[src/rtl/decoder_stage_controller.sv]
// Global stage sequencer for the processing_unit array.
// Broadcasts the current decode stage to every PE and watches the OR-reduced
// busy/odd flags to decide when each stage has settled. A round runs
// LOAD -> (GROW -> MERGE)* -> PEEL -> DONE and ends with a one-cycle result_valid.
module decoder_stage_controller #(
    parameter int PU_COUNT      = 64,
    parameter int ITER_WIDTH    = 8,
    parameter int MAX_GROW_ITER = 31,
    parameter int LOAD_CYCLES   = 3,
    parameter int MIN_DWELL     = 3,
    parameter int SETTLE        = 2,
    parameter int CYCLE_WIDTH   = 16,
    parameter int STAGE_WIDTH   = 3,
    // Stage codes shared with the PEs; must match the PE-side encoding.
    parameter logic [STAGE_WIDTH-1:0] STAGE_IDLE                = STAGE_WIDTH'(0),
    parameter logic [STAGE_WIDTH-1:0] STAGE_MEASUREMENT_LOADING = STAGE_WIDTH'(1),
    parameter logic [STAGE_WIDTH-1:0] STAGE_GROW                = STAGE_WIDTH'(2),
    parameter logic [STAGE_WIDTH-1:0] STAGE_MERGE               = STAGE_WIDTH'(3),
    parameter logic [STAGE_WIDTH-1:0] STAGE_PEELING             = STAGE_WIDTH'(4)
) (
    input  logic                   clk,
    input  logic                   reset_n,
    input  logic                   start,
    input  logic [PU_COUNT-1:0]    busy,
    input  logic [PU_COUNT-1:0]    odd,
    output logic [STAGE_WIDTH-1:0] global_stage,
    output logic                   result_valid,
    output logic [ITER_WIDTH-1:0]  iteration,
    output logic [CYCLE_WIDTH-1:0] cycle_count,
    output logic                   overflow
);

    typedef enum logic [2:0] {
        S_IDLE,
        S_LOAD,
        S_GROW,
        S_MERGE,
        S_PEEL,
        S_DONE
    } state_t;

    localparam int CNT_WIDTH = 8;
    // The first two any_busy_q samples after a stage change still describe the
    // previous stage (PE busy register + OR register), so they are not counted
    // as quiet evidence for the new stage.
    localparam int QUIET_START = 2;

    localparam logic [CNT_WIDTH-1:0]  CNT_MAX    = '1;
    localparam logic [CNT_WIDTH-1:0]  LOAD_LAST  = CNT_WIDTH'(LOAD_CYCLES - 1);
    localparam logic [CNT_WIDTH-1:0]  DWELL_MIN  = CNT_WIDTH'(MIN_DWELL);
    localparam logic [CNT_WIDTH-1:0]  QUIET_FROM = CNT_WIDTH'(QUIET_START);
    localparam logic [CNT_WIDTH-1:0]  QUIET_SAT  = CNT_WIDTH'(SETTLE);
    localparam logic [ITER_WIDTH-1:0] ITER_LIMIT = ITER_WIDTH'(MAX_GROW_ITER);

    state_t                 state_reg;
    logic                   any_busy_q;
    logic                   any_odd_q;
    logic [CNT_WIDTH-1:0]   stage_cnt_reg;
    logic [CNT_WIDTH-1:0]   quiet_cnt_reg;
    logic [CNT_WIDTH-1:0]   stage_cnt_next;
    logic [CNT_WIDTH-1:0]   quiet_cnt_next;
    logic [CYCLE_WIDTH-1:0] cycle_count_next;
    logic                   settled;
    logic                   leaving;

    // A MERGE/PEEL stage is settled once the minimum dwell has elapsed and the
    // flags have been quiet for SETTLE consecutive counted samples.
    assign settled = (stage_cnt_reg >= DWELL_MIN) && (quiet_cnt_reg == QUIET_SAT);

    // Saturating counter increments for stage age, quiet run and round length.
    always_comb begin
        stage_cnt_next   = (stage_cnt_reg == CNT_MAX) ? stage_cnt_reg
                                                      : stage_cnt_reg + CNT_WIDTH'(1);
        cycle_count_next = (cycle_count == '1) ? cycle_count
                                               : cycle_count + CYCLE_WIDTH'(1);
        quiet_cnt_next   = quiet_cnt_reg;
        if (stage_cnt_reg >= QUIET_FROM) begin
            if (any_busy_q) begin
                quiet_cnt_next = '0;
            end else if (quiet_cnt_reg < QUIET_SAT) begin
                quiet_cnt_next = quiet_cnt_reg + CNT_WIDTH'(1);
            end
        end
    end

    // Flags the last cycle of the current state so per-state counters restart.
    always_comb begin
        leaving = 1'b0;
        case (state_reg)
            S_IDLE:          leaving = start;
            S_LOAD:          leaving = (stage_cnt_reg == LOAD_LAST);
            S_GROW, S_DONE:  leaving = 1'b1;
            S_MERGE, S_PEEL: leaving = settled;
            default:         leaving = 1'b1;
        endcase
    end

    // Stage sequencer with registered stage broadcast, round statistics and flag pipeline.
    always_ff @(posedge clk or negedge reset_n) begin
        if (!reset_n) begin
            state_reg     <= S_IDLE;
            global_stage  <= STAGE_IDLE;
            result_valid  <= 1'b0;
            iteration     <= '0;
            cycle_count   <= '0;
            overflow      <= 1'b0;
            any_busy_q    <= 1'b0;
            any_odd_q     <= 1'b0;
            stage_cnt_reg <= '0;
            quiet_cnt_reg <= '0;
        end else begin
            any_busy_q    <= |busy;
            any_odd_q     <= |odd;
            result_valid  <= 1'b0;
            stage_cnt_reg <= leaving ? '0 : stage_cnt_next;
            quiet_cnt_reg <= leaving ? '0 : quiet_cnt_next;

            case (state_reg)
                S_IDLE: begin
                    if (start) begin
                        state_reg    <= S_LOAD;
                        global_stage <= STAGE_MEASUREMENT_LOADING;
                        iteration    <= '0;
                        cycle_count  <= '0;
                        overflow     <= 1'b0;
                    end
                end
                S_LOAD: begin
                    cycle_count <= cycle_count_next;
                    if (leaving) begin
                        if (any_odd_q) begin
                            state_reg    <= S_GROW;
                            global_stage <= STAGE_GROW;
                        end else begin
                            state_reg    <= S_PEEL;
                            global_stage <= STAGE_PEELING;
                        end
                    end
                end
                S_GROW: begin
                    cycle_count  <= cycle_count_next;
                    iteration    <= iteration + ITER_WIDTH'(1);
                    state_reg    <= S_MERGE;
                    global_stage <= STAGE_MERGE;
                end
                S_MERGE: begin
                    cycle_count <= cycle_count_next;
                    if (settled) begin
                        if (!any_odd_q) begin
                            state_reg    <= S_PEEL;
                            global_stage <= STAGE_PEELING;
                        end else if (iteration < ITER_LIMIT) begin
                            state_reg    <= S_GROW;
                            global_stage <= STAGE_GROW;
                        end else begin
                            state_reg    <= S_PEEL;
                            global_stage <= STAGE_PEELING;
                            overflow     <= 1'b1;
                        end
                    end
                end
                S_PEEL: begin
                    cycle_count <= cycle_count_next;
                    if (settled) begin
                        state_reg    <= S_DONE;
                        global_stage <= STAGE_PEELING;
                        result_valid <= 1'b1;
                    end
                end
                S_DONE: begin
                    cycle_count  <= cycle_count_next;
                    state_reg    <= S_IDLE;
                    global_stage <= STAGE_IDLE;
                end
                default: begin
                    state_reg    <= S_IDLE;
                    global_stage <= STAGE_IDLE;
                end
            endcase
        end
    end

endmodule

[config.mk]
export PLATFORM = sky130hd
export DESIGN_NAME = decoder_stage_controller
export DESIGN_NICKNAME = d
export VERILOG_FILES = /design/src/rtl/decoder_stage_controller.sv
export SDC_FILE = /design/constraint.sdc
export NUM_CORES = 1
export LEC_CHECK = 0
export BUFFER_PORTS_ARGS = -buffer_cell sky130_fd_sc_hd__buf_2
export CORE_MARGIN = 1.5
export CORE_UTILIZATION = 45
export CTS_CLUSTER_SIZE = 28
export DETAILED_ROUTE_END_ITERATION = 10
export PLACE_DENSITY = 0.9
export SLEW_MARGIN = 40
export SYNTH_ARGS = -nofsm -noshare
export SYNTH_HDL_FRONTEND = slang
export SYNTH_SLANG_ARGS = --single-unit
[constraint.sdc]
create_clock -name clk -period 2.2 [get_ports clk]
set_input_delay 0.44 -clock clk [delete_from_list [all_inputs] [get_ports clk]]
set_output_delay 0.44 -clock clk [all_outputs]
set_load 0.01 [all_outputs]
Word level (Yosys, flattened, before mapping)
Index checks and enable logic that the tools add are counted.
Widths: inputs -> output; s select.
Word-level totals
  flip-flop bits (word level): 50
  output and inout port bits: 29
  word-level logic and storage cells: 80
Cells by class
  add/sub/neg operators: 4
  magnitude comparators: 4
  equality and inequality tests: 17
  muxes and demuxes: 29
  reductions and logical operators: 16
Operator list (number)
  $reduce_or 64->1: 2
  $mux 8: 7
  $mux 16: 2
  $pmux 16 s2: 1
  $pmux 3 s5: 2
  $add 8x1->8 const B: 3
  $mux 3: 8
  $add 16x1->16 const B: 1
  $eq 16x16->1 const B: 1
  $eq 8x2->1 const B: 2
  $ge 8x2->1 const B: 2
  $pmux 8 s2: 1
  $ne 2x2->1 const B: 7
  $eq 8x8->1 const B: 1
  $lt 8x2->1 const B: 1
  $lt 8x5->1 const B: 1
  $reduce_bool 2->1: 4
  $eq 3x2->1 const B: 2
  $eq 3x3->1 const B: 2
  $mux 1: 6
  $reduce_and 5->1: 1
  $reduce_or 5->1: 1
  $reduce_and 2->1: 2
  $reduce_and 4->1: 1
  other kinds (9): 9

Longest topological paths before layout
Gate-level depths: netlist of run 1.
  depth in word-level cells: 5
  mapped depth: 8
  gate-level depth less buffers: 7

Worst setup path before layout of run 1
OpenSTA, ideal clock, no wires.
  path type: register to register
  from: reg stage_cnt_reg[4]
  to: reg quiet_cnt_reg[0]
  setup time: 126 ps
  arrival: 1798 ps
  data required time: 2074 ps
  setup slack: 276 ps
  cell stages (with the launch flop): 8
  path buffers: 2
  cells stage by stage: dfrtp_1 -> buf_6 -> or4_4 -> nor4b_4 -> a21oi_2 -> a22oi_4 -> buf_6 -> a31oi_1
Between the ends
  cells in the longest elaborated chain, start to end: 5
Ends and longest elaborated chain
  start: declaration: line 58  | logic [CNT_WIDTH-1:0] stage_cnt_reg;
  start signal: assignment: line 115  | stage_cnt_reg <= leaving ? '0 : stage_cnt_next;
  $ge 8x2->1: line 68  | assign settled = (stage_cnt_reg >= DWELL_MIN) && (quiet_cnt_reg == QUIET_SAT);
  $logic_and 1x1->1: line 68
  $pmux 1 s3: line 89  | case (state_reg)
  $reduce_bool 3->1 (no source line) or $reduce_bool 2->1 (tied branches)
  $reduce_and 2->1 (no source line)
  end signal: assignment: line 116  | quiet_cnt_reg <= leaving ? '0 : quiet_cnt_next;
  end: declaration: line 59  | logic [CNT_WIDTH-1:0] quiet_cnt_reg;
Several ways; a longest one is shown, not always the timed one.
A chain may end at the register's enable or synchronous reset.

Worst setup path after layout of run 1
  from: reg stage_cnt_reg[7]
  to: reg quiet_cnt_reg[2]
The elaborated chain is that of the path after synthesis.

==> results of run 1 <==
## kinds of logic after synthesis
group                      after synthesis
and+or+nand+nor                        170
AOI/OAI and AO/OA                       66
DFF                                     48
buffers and inverters                   18
adders and majority gates                6
xor gates and xnor gates                 4
muxes                                    4
## cell usage in the layout (no fill, tap or decap), types with 8 or more instances in the layout
cell and instances:
nor4_1 36, buf_2 159, a21oi_1 8, dfrtp_1 48
nor2_1 29, nand2_1 36, o21ai_0 19, nand4_1 14
buf_4 14, nand3_1 10, a31oi_1 9
## path summary, 6_finish.rpt
path                                     to  slack, ns  depth (start not counted)
max                        quiet_cnt_reg[2]       0.12                          6
min                         cycle_count[10]       0.15                          1
max reg2reg                quiet_cnt_reg[2]       0.12                          6
min reg2reg                        overflow       0.50                          1
max in group asynchronous   global_stage[1]       1.44                          2
min in group clk                  any_odd_q       0.42                          4
## power breakdown
group	switching, W	internal [W]	leakage, nW
Clock	0.000296	0.000447	0.0642
Combinational	0.0000627	0.0000912	1.24
Sequential	0.00000118	0.000882	0.566
## final cells by class
type | count | area [um2]
tap | 75 | 93.8
inverter | 5 | 18.8
multi-input combinational | 250 | 1560
sequential | 48 | 1200
clock inverter | 2 | 60.1
fill | 507 | 2100
clock buffer | 5 | 68.8
timing repair buffer | 174 | 921
## metrics by stage
step | std cells | total power [W] | utilization | instance area, um2
after global placement | 550 | 0.00105 | 0.628 | 3780
after floorplan | 316 | 0.000916 | - | 2860
final | 559 | 0.00178 | 0.652 | 3930
after global routing | 559 | 0.00184 | 0.652 | 3930
after CTS | 557 | 0.00180 | 0.649 | 3910
after detailed placement | 550 | 0.00106 | 0.628 | 3780
## worst reg2reg max path: cells and delay by family (launching register included)
kind / cells / cell delay, ns
buffers and inverters: 1 / 0.18
flip-flops: 1 / 0.43
AO/OA/AOI/OAI: 3 / 0.45
AND/OR/NAND/NOR: 2 / 0.91
## timing repair
| item | CTS | global route |
|---|---|---|
| gates resized for setup | 0 | 0 |
| endpoints found under the setup margin | 0 | 9 |
| buffers inserted | 0 | 2 |
## metal layers
metal / vias up / share of wire / global-route usage / routed length (um)
met5: - / 0 / 0 / 0
met4: 0 / 0.031 / 0.125 / 255
met3: 15 / 0.059 / 0.0429 / 494
met2: 140 / 0.51 / 0.448 / 4250
met1: 1527 / 0.40 / 0.285 / 3340
li1: 1549 / - / - / -
==> reports/results.txt, run 1 <==
CP Capture Type - flop
Hold Crit Class - in2async
Area Growth Syn to Fin - 37.5%
Synth top area share - 0.420
# port buffers - 159
GP Congestion - 0.964
Layout cells sized above 1 - 0.405
Post-Synth XOR/XNOR Area - 0.0123
Num CTS Buffers - 5
Hold slack - 0.155 ns
Top cells by count, synth - dfrtp_1, nand2_1, nor4_1
Final setup violation count - 0
DR DRC count - 0
Top_reg_cell synth - dfrtp_1
CP arrival - 2.27 ns
Initial Utilization - 0.474
Top cell type by total area after synthesis - dfrtp_1
Combinational family with the most area after synthesis - simple AND/OR/NAND/NOR gates
Core area - 6030 um2
Final min period - 2.08 ns
Synth Area in Simple Gates - 0.335
Setup tns final - 0 ns
Synth top area cells - dfrtp_1, nor4_1, nand2_1, nor2_1, o21ai_0
First-pass GRT wire length - 12900 um
Worst r2r src - stage_cnt_reg[7]
Row cnt - 28
Critical path's top delay family - simple AND/OR/NAND/NOR gates
Final nets - 621
Final Slew Violations - 0
Total track usage - 0.250
Vias in the first global route - 2966
Syn Nets - 453
Post-synth cell types - 58
Synthesized area - 2860 um2
Final worst slack - 0.118 ns
Post-synthesis sequential area ratio - 0.420
Crit. Startpoint - stage_cnt_reg[7]
Mapped Cells - 316
Die area - 6830 um2
Post-synthesis adder-cell area fraction - 0.0263
IO Count - 160
Period utilization - 0.946
Power per cell area - 453 nW/um2
Routed WL per cell - 14.9 um
Iter 0 DRT Violations - 209
Clock Root Buffer - clkbuf_8
Max rail drop VDD - 0.312 mV
Flop and latch count out of synthesis - 48
Top register by number of flip-flops - cycle_count
Max cap viols - 0
Count leader, synth - dfrtp_1
Antenna violations before repair - 0
Max incr delay on CP - 0.58 ns
Worst skew pair latency - 0.31 ns
Max reg flops - 16
Worst path bufs/invs - 1
Outcome - complete, no violations
Crit Path Max Fanout - 6
CTS tree - built
Number of synthesized flops with an enable pin - 0
Slowest cell on the critical path - or4_4
Die width - 82.7 um
Complex-gate fraction of the synthesized area - 0.158
# hold bufs at CTS - 0
DR pass1 iterations - 4
Clock buffer depth - 2
Detailed-route via count - 3231
Total gr overflow - 0
Largest net degree at the start of global routing - 32
WS Path Type - reg2reg
Fin Clk Skew - 0.0148 ns
Pre-CTS WS - 0.0929 ns
Avg Cell Area, Syn - 9.04 um2
Worst-path clk slew - 0.09 ns
Synth Warn # - 0
Final wirelength - 8340 um
Clock sink count - 48
Post-synthesis mux area share - 0.0145
Synth async-reset ratio - 1.00
Antenna Nets Post-Route - 0
Vias per cell - 5.78
Max Freq - 480 MHz
Final hold vios - 0
Post-DP HPWL - 6730 um
CP Cell Sequence - or4_4, nor4b_4, a21oi_2, a22oi_4, buf_4, a211oi_1
Max_slew headroom - 0.543
Worst path required time - 2.38 ns
Worst-margin pin slew - 0.684 ns
LEAKAGE - 1.87 nW
Ant diodes - 0
Die Height - 82.7 um
CTS H-tree lvls - 2
Crit path launch type - flop
No activity file was read; power rests on OpenSTA's default activity.
==> run 2: changes to the inputs <==
Settings changed: PLACE_DENSITY 0.9 to 0.83.
==> run 2 against run 1 <==
Net effect:
- clock skew down 0.0059 ns
- die area did not move
- flip-flop and latch count unchanged
- largest cell class unchanged
- sequential share of layout area up 0.18 points
==> reports/results.txt, run 2 (synthesis gave the netlist of run 1 again) <==
Pre-CTS WS - 0.0750 ns
Post-CTS resize count - 0
Max reg flops - 16
# port buffers - 159
# hold bufs at CTS - 0
First-pass GRT wire length - 12600 um
Pint - 0.00131 W
Max cap viols - 0
Sw frac - 0.218
Worst-path clk slew - 0.09 ns
Gate power share - 0.092
Final min period - 2.10 ns
Worst path required time - 2.39 ns
Power share of the sequential group - 0.528
Antenna Nets Post-Route - 0
Ant diodes - 0
Clock power share - 0.380
LEAKAGE - 1.86 nW
CTS H-tree lvls - 2
Detailed-route via count - 3237
Placed cell areas - 3780 um2
Final Slew Violations - 0
Clock Root Buffer - clkbuf_8
Layout cells sized above 1 - 0.407
Final nets - 622
Die area - 6830 um2
Routed WL per cell - 14.4 um
RSZ-0062 raised after global routing - no
Outcome - complete, no violations
Max Freq - 477 MHz
Max rail drop VDD - 0.278 mV
Fin Clk Skew - 0.00889 ns
CTS tree - built
Final setup violation count - 0
Setup tns final - 0 ns
Clock sink count - 48
WS Path Type - reg2reg
Worst-margin pin slew - 0.660 ns
Vias per cell - 5.77
Design area - 3910 um2
Commonest non-fill, non-tap cell in the layout - buf_2
Most frequent cells in the layout - buf_2, dfrtp_1, nor4_1, nand2_1, nor2_1
Largest net degree at the start of global routing - 49
Sw Pwr - 0.000365 W
Iter 0 DRT Violations - 155
DR DRC count - 0
CP Capture Type - flop
Max_slew headroom - 0.559
DR pass1 iterations - 4
Row cnt - 28
Final worst slack - 0.103 ns
IO Count - 160
Worst skew pair latency - 0.31 ns
Top register by number of flip-flops - cycle_count
Post-DP HPWL - 6490 um
Die width - 82.7 um
Initial Utilization - 0.474
Core area - 6030 um2
Vias in the first global route - 2851
Total gr overflow - 0
Crit path launch type - flop
Hold Crit Class - in2async
Die Height - 82.7 um
CP arrival - 2.29 ns
Area Growth Syn to Fin - 36.7%
Power per cell area - 429 nW/um2
Antenna violations before repair - 0
Clock buffer depth - 2
Num CTS Buffers - 5
Crit Path Max Fanout - 8
GP Congestion - 0.870
Final wirelength - 8090 um
Period utilization - 0.953
Total track usage - 0.241
Final hold vios - 0
## run 2: final timing paths
kind / depth (start not counted) / slack (ns) / start / to
setup / recovery: 6 / 0.10 / stage_cnt_reg[7] / stage_cnt_reg[6]
hold / removal: 2 / 0.22 / reset_n / iteration[3]
setup reg to reg: 6 / 0.10 / stage_cnt_reg[7] / stage_cnt_reg[6]
hold reg to reg: 1 / 0.50 / overflow / overflow
max in group asynchronous: 2 / 1.57 / reset_n / quiet_cnt_reg[1]
min in group clk: 4 / 0.42 / busy[22] / any_busy_q
## run 2: power groups by stage
stage / logic, W / clock network [W] / registers [W]
2_1_floorplan: 0.0000142 / 0 / 0.000901
3_3_place_gp: 0.000151 / 0 / 0.000901
3_5_place_dp: 0.000155 / 0 / 0.000901
4_1_cts: 0.000155 / 0.000656 / 0.000883
5_1_grt: 0.000170 / 0.000689 / 0.000884
6_report: 0.000154 / 0.000636 / 0.000883
## run 2: routing by layer
metal | up-vias | track usage | wire (um)
li1 | 1559 | - | -
met1 | 1534 | 0.270 | 3230
met2 | 133 | 0.462 | 4200
met3 | 11 | 0.0451 | 557
met4 | 0 | 0.0600 | 93
met5 | - | 0 | 0
## run 2: area by class of cell
class	count	area [um2]
fillers	479	2120
multi-input cells	250	1560
flip-flops and latches	48	1200
repair buffers	175	916
well taps	75	93.8
clock buffers	5	68.8
clock inverters	3	42.5
inverters	5	18.8
## run 2: metrics by stage
stage,total power [W],utilization,std cells,hold slack [ns]
finish,0.00167,0.648,561,0.221
global placement,0.00105,0.627,551,0.479
detailed placement,0.00106,0.627,551,0.480
CTS,0.00169,0.646,559,0.236
floorplan,0.000916,-,316,0.144
global route,0.00174,0.648,561,0.270
## run 2: worst max-delay path, stage by stage, from the launching register on
cell,delay (ns)
dfrtp_1,0.43
or4_4,0.58
nor4b_4,0.33
a21oi_2,0.12
a22oi_4,0.26
buf_4,0.20
nor3_1,0.06
## run 2: what timing repair did
item / 4_1_cts / 5_1_grt
endpoints found under the hold margin: 0 / 0
buffers inserted: 0 / 2
setup endpoints to repair: 0 / 8
==> run 3: changes to the inputs <==
Settings changed: CAP_MARGIN set to 20, CORE_UTILIZATION 45 to 30, PLACE_DENSITY 0.83 to 0.6.
==> run 3 against run 2 <==
Net effect:
- maximum frequency grew 2.9%
- routed wire length grew 3.8%
- combinational power is essentially flat
- clock skew grew 0.0055 ns
- clock power grew 6.0%
- cell area grew 2.6%
- first-iteration DRC count shrank 45%
- sequential share of layout area shrank 0.78 points
- non-clock buffer count grew 2
- die area grew 48%
- critical endpoint is now quiet_cnt_reg[1]
- largest cell class unchanged
- largest power group unchanged
==> reports/results.txt, run 3 (synthesis gave the netlist of run 1 again) <==
Clock Root Buffer - clkbuf_8
Total gr overflow - 0
Period utilization - 0.926
CP Capture Type - flop
Worst r2r src - stage_cnt_reg[7]
# port buffers - 159
Max cap viols - 0
Clock buffer depth - 2
Terminus of the critical flop-to-flop path - quiet_cnt_reg[1]
CTS H-tree lvls - 2
LEAKAGE - 1.87 nW
IO Count - 160
Outcome - complete, no violations
Final Slew Violations - 0
Final setup violation count - 0
Most frequent cells in the layout - buf_2, dfrtp_1, nor4_1, nand2_1, nor2_1
Final wirelength - 8390 um
Clock sink count - 48
DR DRC count - 0
DR pass1 iterations - 4
Vias in the first global route - 3114
# hold bufs at CTS - 0
Layout cells sized above 1 - 0.410
Fin Clk Skew - 0.0143 ns
CP arrival - 2.21 ns
Commonest non-fill, non-tap cell in the layout - buf_2
Worst skew pair latency - 0.31 ns
WS Path Type - reg2reg
Area Growth Syn to Fin - 40.3%
GP Congestion - 0.815
Top register by number of flip-flops - cycle_count
Worst-margin pin slew - 0.538 ns
Antenna violations before repair - 0
Max reg flops - 16
Die Height - 101 um
CTS tree - built
Power per cell area - 428 nW/um2
Max rail drop VDD - 0.250 mV
Row cnt - 35
Setup tns final - 0 ns
Die area - 10100 um2
Final hold vios - 0
Routed WL per cell - 13.6 um
Crit Path Max Fanout - 6
Crit path launch type - flop
Iter 0 DRT Violations - 85
Die width - 101 um
Largest net degree at the start of global routing - 24
Worst path required time - 2.38 ns
R2R Setup Slk - 0.16 ns
Max_slew headroom - 0.640
Vias per cell - 5.17
Post-DP HPWL - 6750 um
Final min period - 2.04 ns
Num CTS Buffers - 5
Worst-path clk slew - 0.11 ns
Initial Utilization - 0.309
Final nets - 624
Core area - 9240 um2
Total track usage - 0.173
First-pass GRT wire length - 14300 um
RSZ-0062 raised after global routing - no
Worst Reg-to-Reg Cells - 6
Ant diodes - 0
Detailed-route via count - 3190
Max Freq - 491 MHz
Antenna Nets Post-Route - 0
Hold Crit Class - in2async
Overall Power - 0.00171 W
-- run 3: critical path: stages (launching register included) --
cell      delay (ns)
dfrtp_1         0.43
or4_4           0.58
nor4b_4         0.32
a21oi_2         0.12
a22oi_4         0.23
buf_4           0.18
a221oi_1        0.05
-- run 3: metal layers --
| layer | GRT usage | routed length [um] | vias to the layer above | part of all wire |
|---|---|---|---|---|
| met3 | 0.0298 | 490 | 11 | 0.058 |
| met5 | 0 | 0 | - | 0 |
| met2 | 0.302 | 4190 | 128 | 0.50 |
| met4 | 0.0520 | 93 | 0 | 0.011 |
| met1 | 0.219 | 3620 | 1486 | 0.43 |
| li1 | - | - | 1565 | - |
-- run 3: worst max-delay path by stage --
stage                startpoint                to  slack, ns  depth (start not counted)
6_report       stage_cnt_reg[7]  quiet_cnt_reg[1]       0.16                          6
5_1_grt        stage_cnt_reg[7]  quiet_cnt_reg[1]       0.04                          6
4_1_cts        stage_cnt_reg[7]  quiet_cnt_reg[1]       0.10                          6
3_5_place_dp   stage_cnt_reg[7]  quiet_cnt_reg[1]       0.11                          6
3_3_place_gp   stage_cnt_reg[7]  quiet_cnt_reg[1]       0.22                          6
2_1_floorplan  stage_cnt_reg[4]  quiet_cnt_reg[0]       0.28                          7
-- run 3: repair_timing --
item	CTS	global route
resized for setup	0	1
setup endpoints to repair	0	1
setup buffers	0	2
-- run 3: cell type report --
| type | count | area (um2) |
|---|---|---|
| fillers | 938 | 5230 |
| multi-input cells | 250 | 1570 |
| repair buffers | 177 | 943 |
| clock buffers | 5 | 68.8 |
| inverters | 5 | 18.8 |
| clock inverters | 3 | 46.3 |
| flip-flops and latches | 48 | 1200 |
| well taps | 129 | 161 |
-- run 3: report_power, final --
group,leakage (nW),switching [W],internal [W]
Combinational,1.25,0.0000641,0.0000912
Sequential,0.566,0.00000103,0.000882
Clock,0.0548,0.000331,0.000343
-- run 3: stage by stage --
step	area [um2]	setup WS, ns	util	std cells	hold slack (ns)
final	4010	0.163	0.434	617	0.0924
after global routing	4010	0.0435	0.434	617	0.115
after floorplan	2860	0.276	-	316	0.144
after global placement	3870	0.223	0.419	607	0.449
after CTS	3990	0.104	0.432	615	0.104
after detailed placement	3870	0.111	0.419	607	0.453
